File: src/rtl/apb_pkg.sv
// Shared types and constants for the APB register-file slave.
package apb_pkg;

    // Bus-side controller states
    typedef enum logic {
        ST_IDLE   = 1'b0,
        ST_ACCESS = 1'b1
    } apb_state_t;

    // Command codes used by APB masters driving this slave
    typedef enum logic [1:0] {
        CMD_NOP = 2'b00,
        CMD_R   = 2'b01,
        CMD_W   = 2'b10
    } apb_cmd_t;

    localparam logic [31:0] ID_VALUE   = 32'hA9B0_0001;

    // Byte offsets of the read-only registers with the default 16-register window
    localparam logic [31:0] CNT_OFFSET = 32'h0000_0038;
    localparam logic [31:0] ID_OFFSET  = 32'h0000_003C;

    localparam int WAIT_W = 4;

endpackage

File: src/rtl/apb_slave_regbank.sv
// Register storage, address decode and access checks for the APB slave.
// The last two indices are the read-only transaction counter and ID word.
import apb_pkg::*;

module apb_slave_regbank #(
    parameter logic [31:0] BASE_ADDR = 32'h0000_1100,
    parameter int          NUM_REGS  = 16
) (
    input  logic        clk,
    input  logic        rst,
    input  logic [29:0] word_addr,
    input  logic        write,
    input  logic [31:0] wdata,
    input  logic        complete,
    output logic [31:0] rdata,
    output logic        err
);

    localparam int                IDX_W   = $clog2(NUM_REGS);
    localparam int                NUM_RW  = NUM_REGS - 2;
    localparam logic [IDX_W-1:0]  CNT_IDX = IDX_W'(NUM_REGS - 2);
    localparam logic [IDX_W-1:0]  ID_IDX  = IDX_W'(NUM_REGS - 1);

    logic [31:0]      regs [NUM_RW];
    logic [31:0]      txn_cnt;
    logic [29:0]      word_off;
    logic             in_win;
    logic [IDX_W-1:0] idx;
    logic             is_ro;
    logic             do_write;
    logic             do_count;

    // Decode the latched word address into a window check and register index.
    // Addresses below the base wrap to large offsets and fall outside the window.
    always_comb begin
        word_off = word_addr - BASE_ADDR[31:2];
        in_win   = word_off < 30'(NUM_REGS);
        idx      = word_off[IDX_W-1:0];
        is_ro    = idx >= CNT_IDX;
        err      = !in_win || (write && is_ro);
        do_write = complete && !err && write;
        do_count = complete && !err;
    end

    // Read mux; out-of-window reads return zero
    always_comb begin
        rdata = 32'h0;
        if (in_win) begin
            if (idx == ID_IDX)
                rdata = ID_VALUE;
            else if (idx == CNT_IDX)
                rdata = txn_cnt;
            else
                rdata = regs[idx];
        end
    end

    // Register writes and transaction counting happen on the completion edge
    always_ff @(posedge clk or posedge rst) begin
        if (rst) begin
            for (int i = 0; i < NUM_RW; i++)
                regs[i] <= 32'h0;
            txn_cnt <= 32'h0;
        end else begin
            if (do_write)
                regs[idx] <= wdata;
            if (do_count)
                txn_cnt <= txn_cnt + 32'h1;
        end
    end

endmodule

File: src/rtl/apb_slave_regfile.sv
// APB slave front end: setup/access sequencing with a programmable number
// of wait states. PREADY is decoded purely from registered state.
import apb_pkg::*;

module apb_slave_regfile #(
    parameter logic [31:0] BASE_ADDR   = 32'h0000_1100,
    parameter int          NUM_REGS    = 16,
    parameter int          WAIT_CYCLES = 1
) (
    input  logic        PCLK,
    input  logic        PRESET,
    input  logic        PSEL,
    input  logic        PENABLE,
    input  logic        PWRITE,
    input  logic [31:0] PADDR,
    input  logic [31:0] PWDATA,
    output logic        PREADY,
    output logic [31:0] PRDATA,
    output logic        PSLVERR
);

    apb_state_t        state;
    apb_state_t        next_state;
    logic [WAIT_W-1:0] wait_cnt;
    logic [29:0]       addr_q;
    logic              write_q;
    logic [31:0]       wdata_q;
    logic              ready;
    logic              complete;
    logic [31:0]       bank_rdata;
    logic              bank_err;
    logic              unused_addr_lsbs;

    // Byte-lane bits carry no meaning for a word-only register bank
    assign unused_addr_lsbs = ^PADDR[1:0];

    // State register
    always_ff @(posedge PCLK or posedge PRESET) begin
        if (PRESET)
            state <= ST_IDLE;
        else
            state <= next_state;
    end

    // Next-state logic; an access with PENABLE but no setup is ignored in IDLE
    always_comb begin
        next_state = state;
        case (state)
            ST_IDLE: begin
                if (PSEL && !PENABLE)
                    next_state = ST_ACCESS;
            end
            ST_ACCESS: begin
                if (!PSEL)
                    next_state = ST_IDLE;
                else if (PENABLE && (wait_cnt == '0))
                    next_state = ST_IDLE;
            end
            default: next_state = ST_IDLE;
        endcase
    end

    // Output decode; read data and error are only driven during the ready cycle
    always_comb begin
        ready    = (state == ST_ACCESS) && (wait_cnt == '0);
        complete = ready && PSEL && PENABLE;
        PREADY   = ready;
        PSLVERR  = ready && bank_err;
        PRDATA   = (ready && !write_q && !bank_err) ? bank_rdata : 32'h0;
    end

    // Latch the transfer at setup and count down wait states during access
    always_ff @(posedge PCLK or posedge PRESET) begin
        if (PRESET) begin
            wait_cnt <= '0;
            addr_q   <= '0;
            write_q  <= 1'b0;
            wdata_q  <= 32'h0;
        end else if (state == ST_IDLE && PSEL && !PENABLE) begin
            wait_cnt <= WAIT_W'(WAIT_CYCLES);
            addr_q   <= PADDR[31:2];
            write_q  <= PWRITE;
            wdata_q  <= PWDATA;
        end else if (state == ST_ACCESS && PSEL && PENABLE && wait_cnt != '0) begin
            wait_cnt <= wait_cnt - 1'b1;
        end
    end

    apb_slave_regbank #(
        .BASE_ADDR (BASE_ADDR),
        .NUM_REGS  (NUM_REGS)
    ) u_regbank (
        .clk       (PCLK),
        .rst       (PRESET),
        .word_addr (addr_q),
        .write     (write_q),
        .wdata     (wdata_q),
        .complete  (complete),
        .rdata     (bank_rdata),
        .err       (bank_err)
    );

endmodule

File: config.mk
export PLATFORM = sky130hd
export DESIGN_NAME = apb_slave_regfile
export DESIGN_NICKNAME = d
export VERILOG_FILES = /design/src/rtl/apb_pkg.sv /design/src/rtl/apb_slave_regbank.sv /design/src/rtl/apb_slave_regfile.sv
export SDC_FILE = /design/constraint.sdc
export NUM_CORES = 1
export LEC_CHECK = 0
export BUFFER_PORTS_ARGS = -buffer_cell sky130_fd_sc_hd__buf_2
export CAP_MARGIN = 20
export CORE_MARGIN = 2
export CORE_UTILIZATION = 51
export DETAILED_ROUTE_END_ITERATION = 8
export GPL_ROUTABILITY_DRIVEN = 0
export GPL_TIMING_DRIVEN = 1
export HOLD_SLACK_MARGIN = 0.06
export PLACE_DENSITY = 0.65
export SYNTH_ARGS = -nofsm -noshare
export SYNTH_HDL_FRONTEND = slang
export SYNTH_SLANG_ARGS = --single-unit
File: constraint.sdc
create_clock -name PCLK -period 20.2 [get_ports PCLK]
set_input_delay 1.01 -clock PCLK [delete_from_list [all_inputs] [get_ports PCLK]]
set_output_delay 1.01 -clock PCLK [all_outputs]
set_load 0.005 [all_outputs]
* Word level (Yosys, flattened, before mapping)
Cells that the tools add are included.
Word-level totals: flip-flop bits (word level) 548, latch bits 0, bits in writable memories 0, ROM bits 0, input bits 69, memories 0
Operators by class: add/sub/neg operators 3, multiply operators 0, div/mod/pow operators 0, $lt $le $gt $ge 4, equal/unequal tests 2, shifts and indexed selects 0, multiplexer cells 16, bitwise logic cells 2, reduce and logical (&&, ||, !) cells 25
Operators by type and width (count):
- 448-bit bitwise mux | 1
- 32-bit two-way mux | 7
- 32-bit binary-select mux with 4-bit select | 1
- 32-bit demux with 4-bit select | 1
- 32-bit by 1-bit adder with 32-bit output, second input constant | 1
- 30-bit by 5-bit < comparator with 1-bit output, second input constant | 1
- 30-bit by 11-bit subtractor with 30-bit output, second input constant | 1
- 1-bit logical AND | 17
- 4-bit equality test, second input constant | 2
- 4-bit two-way mux | 2
- 5-bit greater-or-equal comparator, second input constant | 1
- 5-bit by 1-bit < comparator with 1-bit output, second input constant | 1
- 4-bit inverter with 5-bit output | 1
- 4-bit greater-or-equal comparator, second input constant | 1
- 1-bit zero test | 4
- 4-bit zero test | 1
- 4-bit nonzero test | 1
- 4-bit by 1-bit subtractor with 4-bit output, second input constant | 1
- 1-bit two-way mux | 3
- 1-bit one-hot mux with 2 select lines | 1
- 2-bit nonzero test | 1
- 1-bit logical OR | 1
- 1-bit inverter | 1

* Longest topological paths before layout
Gate-level depths: netlist of the first run.
word-level depth 9, depth in mapped cells 9, gate-level depth less buffers 8

* By module
Synthesis of the first run repeated with hierarchy kept, for this count alone.
Second synthesis, totals: cell total of the unflattened synthesis 1718, area total of the unflattened synthesis 25708.4 um2
By module, submodules not included:
- apb_slave_regbank | instances 1, cells each 1512, area an instance 22786.9 um2, sequential area each 12011.5 um2
- apb_slave_regfile | instances 1, cells each 206, area an instance 2921.6 um2, sequential area each 1701.6 um2

* Worst setup path after synthesis of the first run
No wires, ideal clock.
path type flip-flop to output port, start point reg addr_q[9], end point out PRDATA[10], data arrival time 2.654 ns, required time 19.190 ns, slack 16.536 ns, stages on the path, launching flop included 9, buffers on the path 1, cells stage by stage dfrtp_1 o41ai_4 nand3_1 or4b_1 nand3_2 nand4_1 a31oi_1 buf_2 o211a_1
On the way: cells in the longest elaborated chain, start to end 7, elaborated cells on any way between the ends 8, classes of those cells 1 x add/sub; 1 x order compare; 2 x mux; 4 x reduce/logical
RTL lines:
- from (decl) | RTL line apb_slave_regfile.sv:25 | logic [29:0] addr_q;
- from (signal assigned) | RTL line apb_slave_regfile.sv:81 | addr_q <= PADDR[31:2];
- 30-bit by 11-bit subtractor with 30-bit output (*) | RTL line apb_slave_regbank.sv:36 | word_off = word_addr - BASE_ADDR[31:2];
- 30-bit by 5-bit < comparator with 1-bit output (*) | RTL line apb_slave_regbank.sv:37 | in_win = word_off < 30'(NUM_REGS);
- 1-bit zero test | RTL line apb_slave_regbank.sv:40 | err = !in_win || (write && is_ro);
- 1-bit logical OR | RTL line apb_slave_regbank.sv:40
- 1-bit zero test | RTL line apb_slave_regfile.sv:69 | PRDATA = (ready && !write_q && !bank_err) ? bank_rdata : 32'h0;
- 1-bit logical AND | RTL line apb_slave_regfile.sv:69
- 32-bit two-way mux (*) | RTL line apb_slave_regfile.sv:69
- to (decl) | RTL line apb_slave_regfile.sv:18 | output logic [31:0] PRDATA,
Every way passes the cells marked *; elsewhere a longest branch is shown, timed or not.

* Worst setup path after layout of the first run
start point reg addr_q[1], end point out PRDATA[13]
On the way: cells in the longest elaborated chain, start to end 9, elaborated cells on any way between the ends 18, classes of those cells 1 x add/sub; 2 x order compare; 2 x eq/ne; 7 x mux; 1 x bitwise; 5 x reduce/logical
RTL lines (RTL line):
- 30-bit by 11-bit subtractor with 30-bit output (*) | apb_slave_regbank.sv:36
- parallel branches: the longest is 7 deep, another holds 30-bit by 5-bit < comparator with 1-bit output
- 32-bit two-way mux (*) | apb_slave_regfile.sv:69
Mark *: on every way between the ends. The select of a mux whose other input is x is not followed.

==> impl_metrics.py, run 1 <==
metrics = {
    "run_status": {
        "status": "completed",
    },
    "synth": {
        "synth_edf_count": 0,
        "synthTopCellsByArea": "dfrtp_1 (55%), mux2_2 (22%), mux4_2 (11%)",
        "yosysSeqAreaShare_pct": 54.9,
        "synthTopCellsByCount": "dfrtp_1 (548), mux2_2 (490), mux4_2 (121), clkbuf_1 (78)",
        "yosys.cell_types.count": 47,
        "synth_area_leader_cell": "dfrtp_1",
        "synth_top_family_by_area": "multiplexers",
        "synth_xor_area_share_pct": 1.19,
        "synth_compound_area_share_pct": 2.47,
        "synth_fa_ha_area_share_pct": 0.150,
        "synth_seq_cells": 548,
        "synth-simple-area-share_pct": 4.24,
        "yosysMostFrequentCell": "dfrtp_1",
        "syn_inst": 1653,
        "synth_top_flop_cell": "dfrtp_1",
        "yosys_warnings": 0,
        "synth.net_count": 1725,
        "synth_top_area_share_pct": 54.9,
        "synthArstFlopShare_pct": 100,
        "syn_avg_cell_area_um2": 15.1,
        "netlist_area_mm2": 0.0250,
        "synthMuxAreaShare_pct": 34.4,
    },
    "floorplan": {
        "start_util_pct": 51.3,
        "ios": 103,
        "die_area_mm2": 0.0507,
        "die_w_um": 225,
        "rows": 81,
        "core-area_mm2": 0.0486,
        "fp.dieH_um": 225,
    },
    "layout": {
        "fillers": 3919,
        "ff_latch_area_mm2": 0.0137,
        "antenna_cells": 0,
        "fin_area_mm2": 0.0279,
        "finalNetCount": 1780,
        "syn_to_final_growth_pct": 11.9,
        "multi_input_area_mm2": 0.0106,
        "drive_above_1_share_pct": 48.7,
    },
    "detailed_routing": {
        "wire_per_inst_um": 24.4,
        "viasPerCell": 6.01,
        "ant_nets": 0,
        "vias": 14300,
        "drtIter0Drc": 1000,
        "drcViolationCount": 0,
        "dr.pass1.iters": 7,
        "wl_um": 58100,
    },
    "setup_path": {
        "crit_fanout": 68,
        "cp-end-kind": "primary output",
        "path_class": "reg2out",
        "critPathRequiredTime_ns": 19.19,
        "cp-start-kind": "register",
        "crit_arrival_ns": 4.65,
    },
    "timing": {
        "fin_tns_setup_ns": 0,
        "max_freq_mhz": 177,
        "finalHoldViolations": 0,
        "worstMarginPinSlew_ns": 1.15,
        "skew_ns": 0.0115,
        "slew_viol_final": 0,
        "rsz0062_at_grt": "false",
        "fin_crit_ns": 5.66,
        "setup_viol": 0,
        "period_share_pct": 28.0,
        "worst_slew_margin_rel_pct": 22.9,
    },
    "clock_network": {
        "clkSinkCount": 548,
        "post_cts_buffers": 0,
        "cts_buffer_depth": 3,
        "cts_resized": 0,
        "clock_latency_ns": 0.61,
        "holdBufCountCts": 0,
        "cts-root-buf": "clkbuf_16",
        "cts-htree-levels": 2,
        "numCtsBuffers": 57,
        "cts_tree": "built",
        "path_clk_slew_ns": 0.06,
    },
    "power_and_ir_drop": {
        "p_sw_mw": 0.643,
        "clock_power_share_pct": 44.2,
        "intPower_mw": 1.91,
        "p_comb_share_pct": 8.9,
        "power_per_cell_area_mw_per_mm2": 91.3,
        "peakVddDrop_mv": 0.0675,
        "pwr-share-seq_pct": 46.9,
        "switching_share_pct": 25.2,
        "leakage_nw": 13.8,
    },
    "placement": {
        "port_buffers": 100,
        "placed_area_mm2": 0.0259,
        "hpwl_um": 33600,
    },
    "global_routing": {
        "grtUsageTotal_pct": 23.8,
        "grt_max_degree": 167,
        "grt_pass1_wl_um": 91100,
        "overflow": 0,
        "grt_pass1_vias": 15000,
        "grt_antenna_before_repair": 0,
    },
    "hold_path": {
        "min_path_type": "reg2reg",
    },
    "job": {
        "max-cap-violations": 0,
    },
}
-- final timing paths --
path,slack (ns),end,startpoint,depth (start not counted)
setup / recovery,14.54,PRDATA[13],addr_q[1],8
hold / removal,0.49,u_regbank.regs[275],u_regbank.regs[275],1
setup reg to reg,15.49,u_regbank.regs[272],addr_q[1],6
hold reg to reg,0.49,u_regbank.regs[275],u_regbank.regs[275],1
max in group asynchronous,16.64,u_regbank.regs[370],PRESET,5
min in group asynchronous,0.55,addr_q[15],PRESET,2
-- metal layers --
| layer | track usage, % | share of wire, % | routed length, um | vias to the layer above |
|---|---|---|---|---|
| met5 | 0 | 0 | 0 | - |
| met4 | 6.52 | 2.0 | 1190 | 0 |
| met3 | 3.89 | 4.2 | 2440 | 80 |
| met2 | 38.1 | 47 | 27500 | 258 |
| met1 | 33.9 | 46 | 26900 | 7708 |
| li1 | - | - | - | 6240 |
-- logic make-up after synthesis --
kind of cell             count (synthesis)
multiplexers                           643
flip-flops                             548
AND/OR/NAND/NOR                        196
buffers and inverters                  143
AO/OA/AOI/OAI                           86
XOR/XNOR                                34
adder cells (fa/ha/maj)                  3
-- worst max-delay path: stages, from the launching register on --
cell and delay (ns):
dfrtp_4 0.78, buf_4 0.66, buf_4 0.95, nor2b_4 0.46
nand2_1 0.18, o21ai_0 0.10, mux4_2 0.55, o211a_1 0.17
buf_2 0.13
-- through the flow --
stage | power (mW) | instances | util, % | setup slack, ns | hold slack [ns]
3_3_place_gp | 1.44 | 2270 | 53.2 | 15.14 | 0.468
2_1_floorplan | 1.37 | 1653 | - | 3.87 | 0.441
5_1_grt | 2.65 | 2377 | 57.4 | 14.33 | 0.497
6_report | 2.55 | 2377 | 57.4 | 14.54 | 0.488
4_1_cts | 2.58 | 2376 | 57.4 | 14.50 | 0.488
3_5_place_dp | 1.45 | 2270 | 53.2 | 15.15 | 0.475
-- final cells by class --
| type | count | share of cell area (%) |
|---|---|---|
| clock inverters | 23 | 1.36 |
| multi-input cells | 962 | 38.0 |
| well taps | 622 | 2.79 |
| flip-flops and latches | 548 | 49.1 |
| inverters | 10 | 0.161 |
| repair buffers | 129 | 2.64 |
| clock buffers | 83 | 5.90 |
-- power by group through the flow --
stage,Clock (mW),Sequential [mW],Combinational (mW)
detailed placement,0,1.22,0.230
global placement,0,1.22,0.228
floorplan,0,1.17,0.199
finish,1.13,1.20,0.226
global route,1.20,1.21,0.248
CTS,1.15,1.20,0.230
-- sequential cells by signal, indices dropped and copies added, names as in the netlist --
signal	cells
state	1
write_q	1
addr_q	30
wait_cnt	4
u_regbank.regs	448
u_regbank.txn_cnt	32
wdata_q	32
-- layout by cell type, fill, tap and decap left out, drive strengths merged, types with 13 or more instances in the layout --
master and n:
dfrtp 548, mux2 514, buf 129, mux4 121
clkbuf 83, nor2 50, nand2 50, o21ai 31
nand3 27, o211a 24, xnor2 21, a21oi 16
nand4 14, xor2 13
No activity file was read; power rests on OpenSTA's default activity.
==> run 2, diff against run 1 <==
--- a/config.mk
+++ b/config.mk
@@ -13,7 +13,7 @@
 export GPL_ROUTABILITY_DRIVEN = 0
 export GPL_TIMING_DRIVEN = 1
 export HOLD_SLACK_MARGIN = 0.06
-export PLACE_DENSITY = 0.65
+export PLACE_DENSITY = 0.68
 export SYNTH_ARGS = -nofsm -noshare
 export SYNTH_HDL_FRONTEND = slang
 export SYNTH_SLANG_ARGS = --single-unit
==> constraint.sdc (replaced) <==
create_clock -name PCLK -period 4.9 [get_ports PCLK]
set_input_delay 0.245 -clock PCLK [delete_from_list [all_inputs] [get_ports PCLK]]
set_output_delay 0.245 -clock PCLK [all_outputs]
set_load 0.005 [all_outputs]
==> impl_metrics.py, run 2 (same netlist as run 1, synthesis figures left out) <==
metrics = {
    "run_status": {
        "status": "completed",
    },
    "timing": {
        "period_share_pct": 87.3,
        "finalHoldViolations": 0,
        "setup_viol": 0,
        "max_freq_mhz": 234,
        "rsz0062_at_grt": "false",
        "slew_viol_final": 0,
        "worst_slew_margin_rel_pct": 31.2,
        "worstMarginPinSlew_ns": 1.03,
        "fin_crit_ns": 4.28,
        "fin_tns_setup_ns": 0,
        "skew_ns": 0.0191,
        "layout_setup_ws_ns": 0.620,
    },
    "clock_network": {
        "cts-root-buf": "clkbuf_16",
        "cts_tree": "built",
        "cts-htree-levels": 2,
        "cts_resized": 0,
        "clkSinkCount": 548,
        "clock_latency_ns": 0.61,
        "path_clk_slew_ns": 0.06,
        "post_cts_buffers": 0,
        "numCtsBuffers": 57,
        "holdBufCountCts": 66,
        "cts_buffer_depth": 3,
    },
    "layout": {
        "drive_above_1_share_pct": 47.3,
        "multi_input_area_mm2": 0.0106,
        "largest_reg_flops": 448,
        "layout_common_cells": "dfrtp_1 (544), mux2_2 (490), mux4_2 (121), buf_2 (100), dlygate4sd3_1 (66)",
        "finalNetCount": 1863,
        "reg_top3": "u_regbank.regs (448), u_regbank.txn_cnt (32), wdata_q (32)",
        "largest_register": "u_regbank.regs",
        "fin_area_mm2": 0.0287,
        "antenna_cells": 0,
        "ff_latch_area_mm2": 0.0137,
        "fillers": 3756,
        "syn_to_final_growth_pct": 14.9,
        "final_common_cell": "dfrtp_1",
        "finalNonFillerCells": 2458,
    },
    "job": {
        "max-cap-violations": 0,
    },
    "global_routing": {
        "overflow": 0,
        "grt_max_degree": 175,
        "grtUsageTotal_pct": 23.9,
        "grt_pass1_vias": 15500,
        "grt_antenna_before_repair": 0,
        "grt_pass1_wl_um": 91500,
    },
    "setup_path": {
        "crit_arrival_ns": 4.03,
        "crit_chain": "nor4_1 > nand3_1 > or4b_1 > nand3_2 > nand4_1 > buf_4 > a31oi_2 > buf_4 > o211a_1 > buf_2",
        "path_class": "reg2out",
        "critPathRequiredTime_ns": 4.66,
        "rr_worst_depth": 9,
        "cp-start-kind": "register",
        "crit_fanout": 24,
        "cp_slowest_stage_delay_ns": 0.62,
        "crit_top_cell": "buf_4",
        "worst_path_max_delay_cell": "nor4_1",
        "cp-end-kind": "primary output",
    },
    "floorplan": {
        "die_w_um": 225,
        "start_util_pct": 51.3,
        "ios": 103,
        "die_area_mm2": 0.0507,
        "fp.dieH_um": 225,
        "core-area_mm2": 0.0486,
        "rows": 81,
    },
    "hold_path": {
        "min_path_type": "in2reg",
        "holdPathStages": 4,
    },
    "detailed_routing": {
        "ant_nets": 0,
        "wire_per_inst_um": 23.7,
        "drcViolationCount": 0,
        "viasPerCell": 5.96,
        "drtIter0Drc": 1019,
        "dr.pass1.iters": 4,
        "vias": 14600,
        "wl_um": 58300,
    },
    "placement": {
        "port_buffers": 100,
        "hpwl_um": 34600,
        "pre_cts_ws_ns": 0.873,
        "placedCellCount": 2286,
        "placed_area_mm2": 0.0261,
    },
    "power_and_ir_drop": {
        "leakage_nw": 14.1,
        "power_mw": 10.3,
        "peakVddDrop_mv": 0.321,
        "power_per_cell_area_mw_per_mm2": 360,
    },
}
-- run 2: metrics by stage --
step | hold slack, ns | utilization (%)
after global routing | 0.178 | 59.0
after CTS | 0.117 | 58.9
after detailed placement | 0.398 | 53.6
after floorplan | 0.347 | -
after global placement | 0.390 | 53.6
final | 0.144 | 59.0
-- run 2: worst paths after layout --
kind | slack (ns) | startpoint | endpoint
min reg2reg | 0.49 | u_regbank.regs[278] | u_regbank.regs[278]
min | 0.14 | PSEL | wait_cnt[0]
max reg2reg | 0.81 | addr_q[15] | u_regbank.regs[131]
max | 0.62 | addr_q[15] | PRDATA[30]
max in group asynchronous | 3.12 | PRESET | addr_q[0]
min in group asynchronous | 0.35 | PRESET | addr_q[18]
-- run 2: layout make-up --
| type | count | area share (%) |
|---|---|---|
| Clock buffer | 90 | 6.08 |
| Clock inverter | 14 | 0.606 |
| Inverter | 10 | 0.144 |
| Multi-Input combinational cell | 962 | 37.0 |
| Sequential cell | 548 | 47.8 |
| Tap cell | 622 | 2.71 |
| Timing Repair Buffer | 212 | 5.61 |
-- run 2: worst max-delay path: cells and delay by family (launching register included) --
| kind | cells | cell delay [ns] |
|---|---|---|
| buffers and inverters | 3 | 0.75 |
| and+or+nand+nor | 5 | 1.82 |
| AOI/OAI and AO/OA | 2 | 0.47 |
| DFF | 1 | 0.37 |
-- run 2: power by group --
| group | switching [mW] | total (mW) | internal [mW] |
|---|---|---|---|
| Sequential | 0.331 | 4.97 | 4.64 |
| Clock | 1.74 | 4.38 | 2.63 |
| Combinational | 0.549 | 0.971 | 0.422 |
| Total | 2.62 | 10.3 | 7.69 |
-- run 2: layer usage --
layer	vias up	global-route usage (%)	part of all wire, %
li1	6387	-	-
met1	7882	33.8	46
met2	285	38.9	48
met3	84	3.32	3.8
met4	0	7.11	2.3
met5	-	0	0
==> run 3, diff against run 2 <==
--- a/config.mk
+++ b/config.mk
@@ -9,11 +9,13 @@
 export CAP_MARGIN = 20
 export CORE_MARGIN = 2
 export CORE_UTILIZATION = 51
+export CTS_BUF_LIST = sky130_fd_sc_hd__clkbuf_4 sky130_fd_sc_hd__clkbuf_8
 export DETAILED_ROUTE_END_ITERATION = 8
 export GPL_ROUTABILITY_DRIVEN = 0
 export GPL_TIMING_DRIVEN = 1
 export HOLD_SLACK_MARGIN = 0.06
 export PLACE_DENSITY = 0.68
+export SLEW_MARGIN = 20
 export SYNTH_ARGS = -nofsm -noshare
 export SYNTH_HDL_FRONTEND = slang
 export SYNTH_SLANG_ARGS = --single-unit
==> impl_metrics.py, run 3 (same netlist as run 1, synthesis figures left out) <==
metrics = {
    "detailed_routing": {
        "viasPerCell": 5.92,
        "vias": 14900,
        "ant_nets": 0,
        "drcViolationCount": 0,
        "wl_um": 58900,
        "dr.pass1.iters": 5,
        "drtIter0Drc": 889,
        "wire_per_inst_um": 23.4,
    },
    "timing": {
        "max_freq_mhz": 236,
        "finalHoldViolations": 0,
        "rsz0062_at_grt": "false",
        "slew_viol_final": 0,
        "setup_viol": 0,
        "layout_setup_ws_ns": 0.659,
        "period_share_pct": 86.6,
        "worstMarginPinSlew_ns": 1.05,
        "skew_ns": 0.0278,
        "fin_tns_setup_ns": 0,
        "fin_crit_ns": 4.24,
        "whs_ns": 0.260,
        "worst_slew_margin_rel_pct": 30.0,
    },
    "setup_path": {
        "worstSetupStartpoint": "addr_q[15]",
        "path_class": "reg2out",
        "crit_top_cell": "buf_4",
        "crit_fanout": 24,
        "worst_path_max_delay_cell": "or4b_1",
        "cp_slowest_stage_delay_ns": 0.57,
        "cp-start-kind": "register",
        "crit_chain": "nor4_1 > nand3_1 > or4b_1 > nand3_2 > nand4_1 > buf_4 > a31oi_2 > buf_4 > o211a_1 > buf_2",
        "critPathBufInv": 3,
        "timing.rr.start": "addr_q[15]",
        "cpLargestDelayFamily": "simple AND/OR/NAND/NOR gates",
        "cp-end-kind": "primary output",
        "critPathRequiredTime_ns": 4.66,
        "crit_arrival_ns": 4.00,
    },
    "floorplan": {
        "die_area_mm2": 0.0507,
        "fp.dieH_um": 225,
        "die_w_um": 225,
        "start_util_pct": 51.3,
        "rows": 81,
        "ios": 103,
        "core-area_mm2": 0.0486,
    },
    "clock_network": {
        "cts_tree": "built",
        "numCtsBuffers": 91,
        "clkSinkCount": 548,
        "cts_buffer_depth": 3,
        "clock_latency_ns": 0.68,
        "holdBufCountCts": 67,
        "cts-root-buf": "clkbuf_8",
        "path_clk_slew_ns": 0.06,
        "post_cts_buffers": 0,
        "cts_resized": 0,
        "cts-htree-levels": 3,
    },
    "layout": {
        "layout_common_cells": "dfrtp_1 (544), mux2_2 (490), mux4_2 (121), clkbuf_8 (113), buf_2 (100)",
        "antenna_cells": 0,
        "fillers": 3802,
        "reg_top3": "u_regbank.regs (448), u_regbank.txn_cnt (32), wdata_q (32)",
        "largest_reg_flops": 448,
        "finalNetCount": 1896,
        "drive_above_1_share_pct": 49.7,
        "fin_area_mm2": 0.0286,
        "final_common_cell": "dfrtp_1",
        "largest_register": "u_regbank.regs",
        "utilization_pct": 58.9,
        "syn_to_final_growth_pct": 14.8,
    },
    "global_routing": {
        "grt_max_degree": 175,
        "grt_antenna_before_repair": 0,
        "grtUsageTotal_pct": 24.2,
        "grt_pass1_vias": 15800,
        "overflow": 0,
        "grt_pass1_wl_um": 92400,
    },
    "power_and_ir_drop": {
        "leakage_nw": 14.2,
        "peakVddDrop_mv": 0.277,
        "power_per_cell_area_mw_per_mm2": 353,
    },
    "hold_path": {
        "min_path_type": "in2async",
    },
    "job": {
        "max-cap-violations": 0,
    },
    "run_status": {
        "status": "completed",
    },
    "placement": {
        "port_buffers": 100,
        "placed_area_mm2": 0.0261,
        "pre_cts_ws_ns": 0.873,
        "hpwl_um": 34600,
    },
}
## run 3: cell type report
class,count,area [um2],share of cell area (%)
tap,622,778,2.72
timing repair buffer,211,1570,5.47
clock buffer,146,1800,6.29
multi-input combinational,962,10600,37.1
sequential,548,13700,47.9
inverter,10,41.3,0.144
clock inverter,13,106,0.371
## run 3: power breakdown
group,total (mW),internal (mW),switching [mW]
clock,4.18,2.37,1.81
combinational,0.963,0.417,0.547
sequential,4.97,4.64,0.328
total,10.1,7.43,2.68
## run 3: final timing paths
kind,to,slack (ns),cells past startpoint
worst min-delay path,addr_q[12],0.26,3
min in group PCLK,wdata_q[15],0.34,3
max in group asynchronous,addr_q[0],3.21,4
worst max-delay path,PRDATA[30],0.66,10
worst min register to register,u_regbank.regs[281],0.48,1
worst max register to register,u_regbank.regs[129],0.90,9
## run 3: worst register-to-register path: stages, from the launching register on
cell and delay, ns:
dfrtp_1 0.37, nor4_1 0.55, nand3_1 0.29, or4b_1 0.57, nand3_2 0.21, and4b_1 0.23, buf_4 0.34, nand3_2 0.56
buf_4 0.44, mux2_2 0.31
## run 3: per-stage QoR
stage               instances  power, mW
finish                   2512       10.1
global route             2512       10.5
CTS                      2512       10.2
detailed placement       2286       5.99
global placement         2286       5.96
floorplan                1653       5.64
## run 3: metal layers
layer	part of all wire (%)	global-route usage, %	up-vias	wire, um
li1	-	-	6451	-
met1	45	33.8	8013	26700
met4	2.4	7.20	0	1390
met2	48	39.1	310	28500
met3	3.8	4.34	97	2250
met5	0	0	-	0
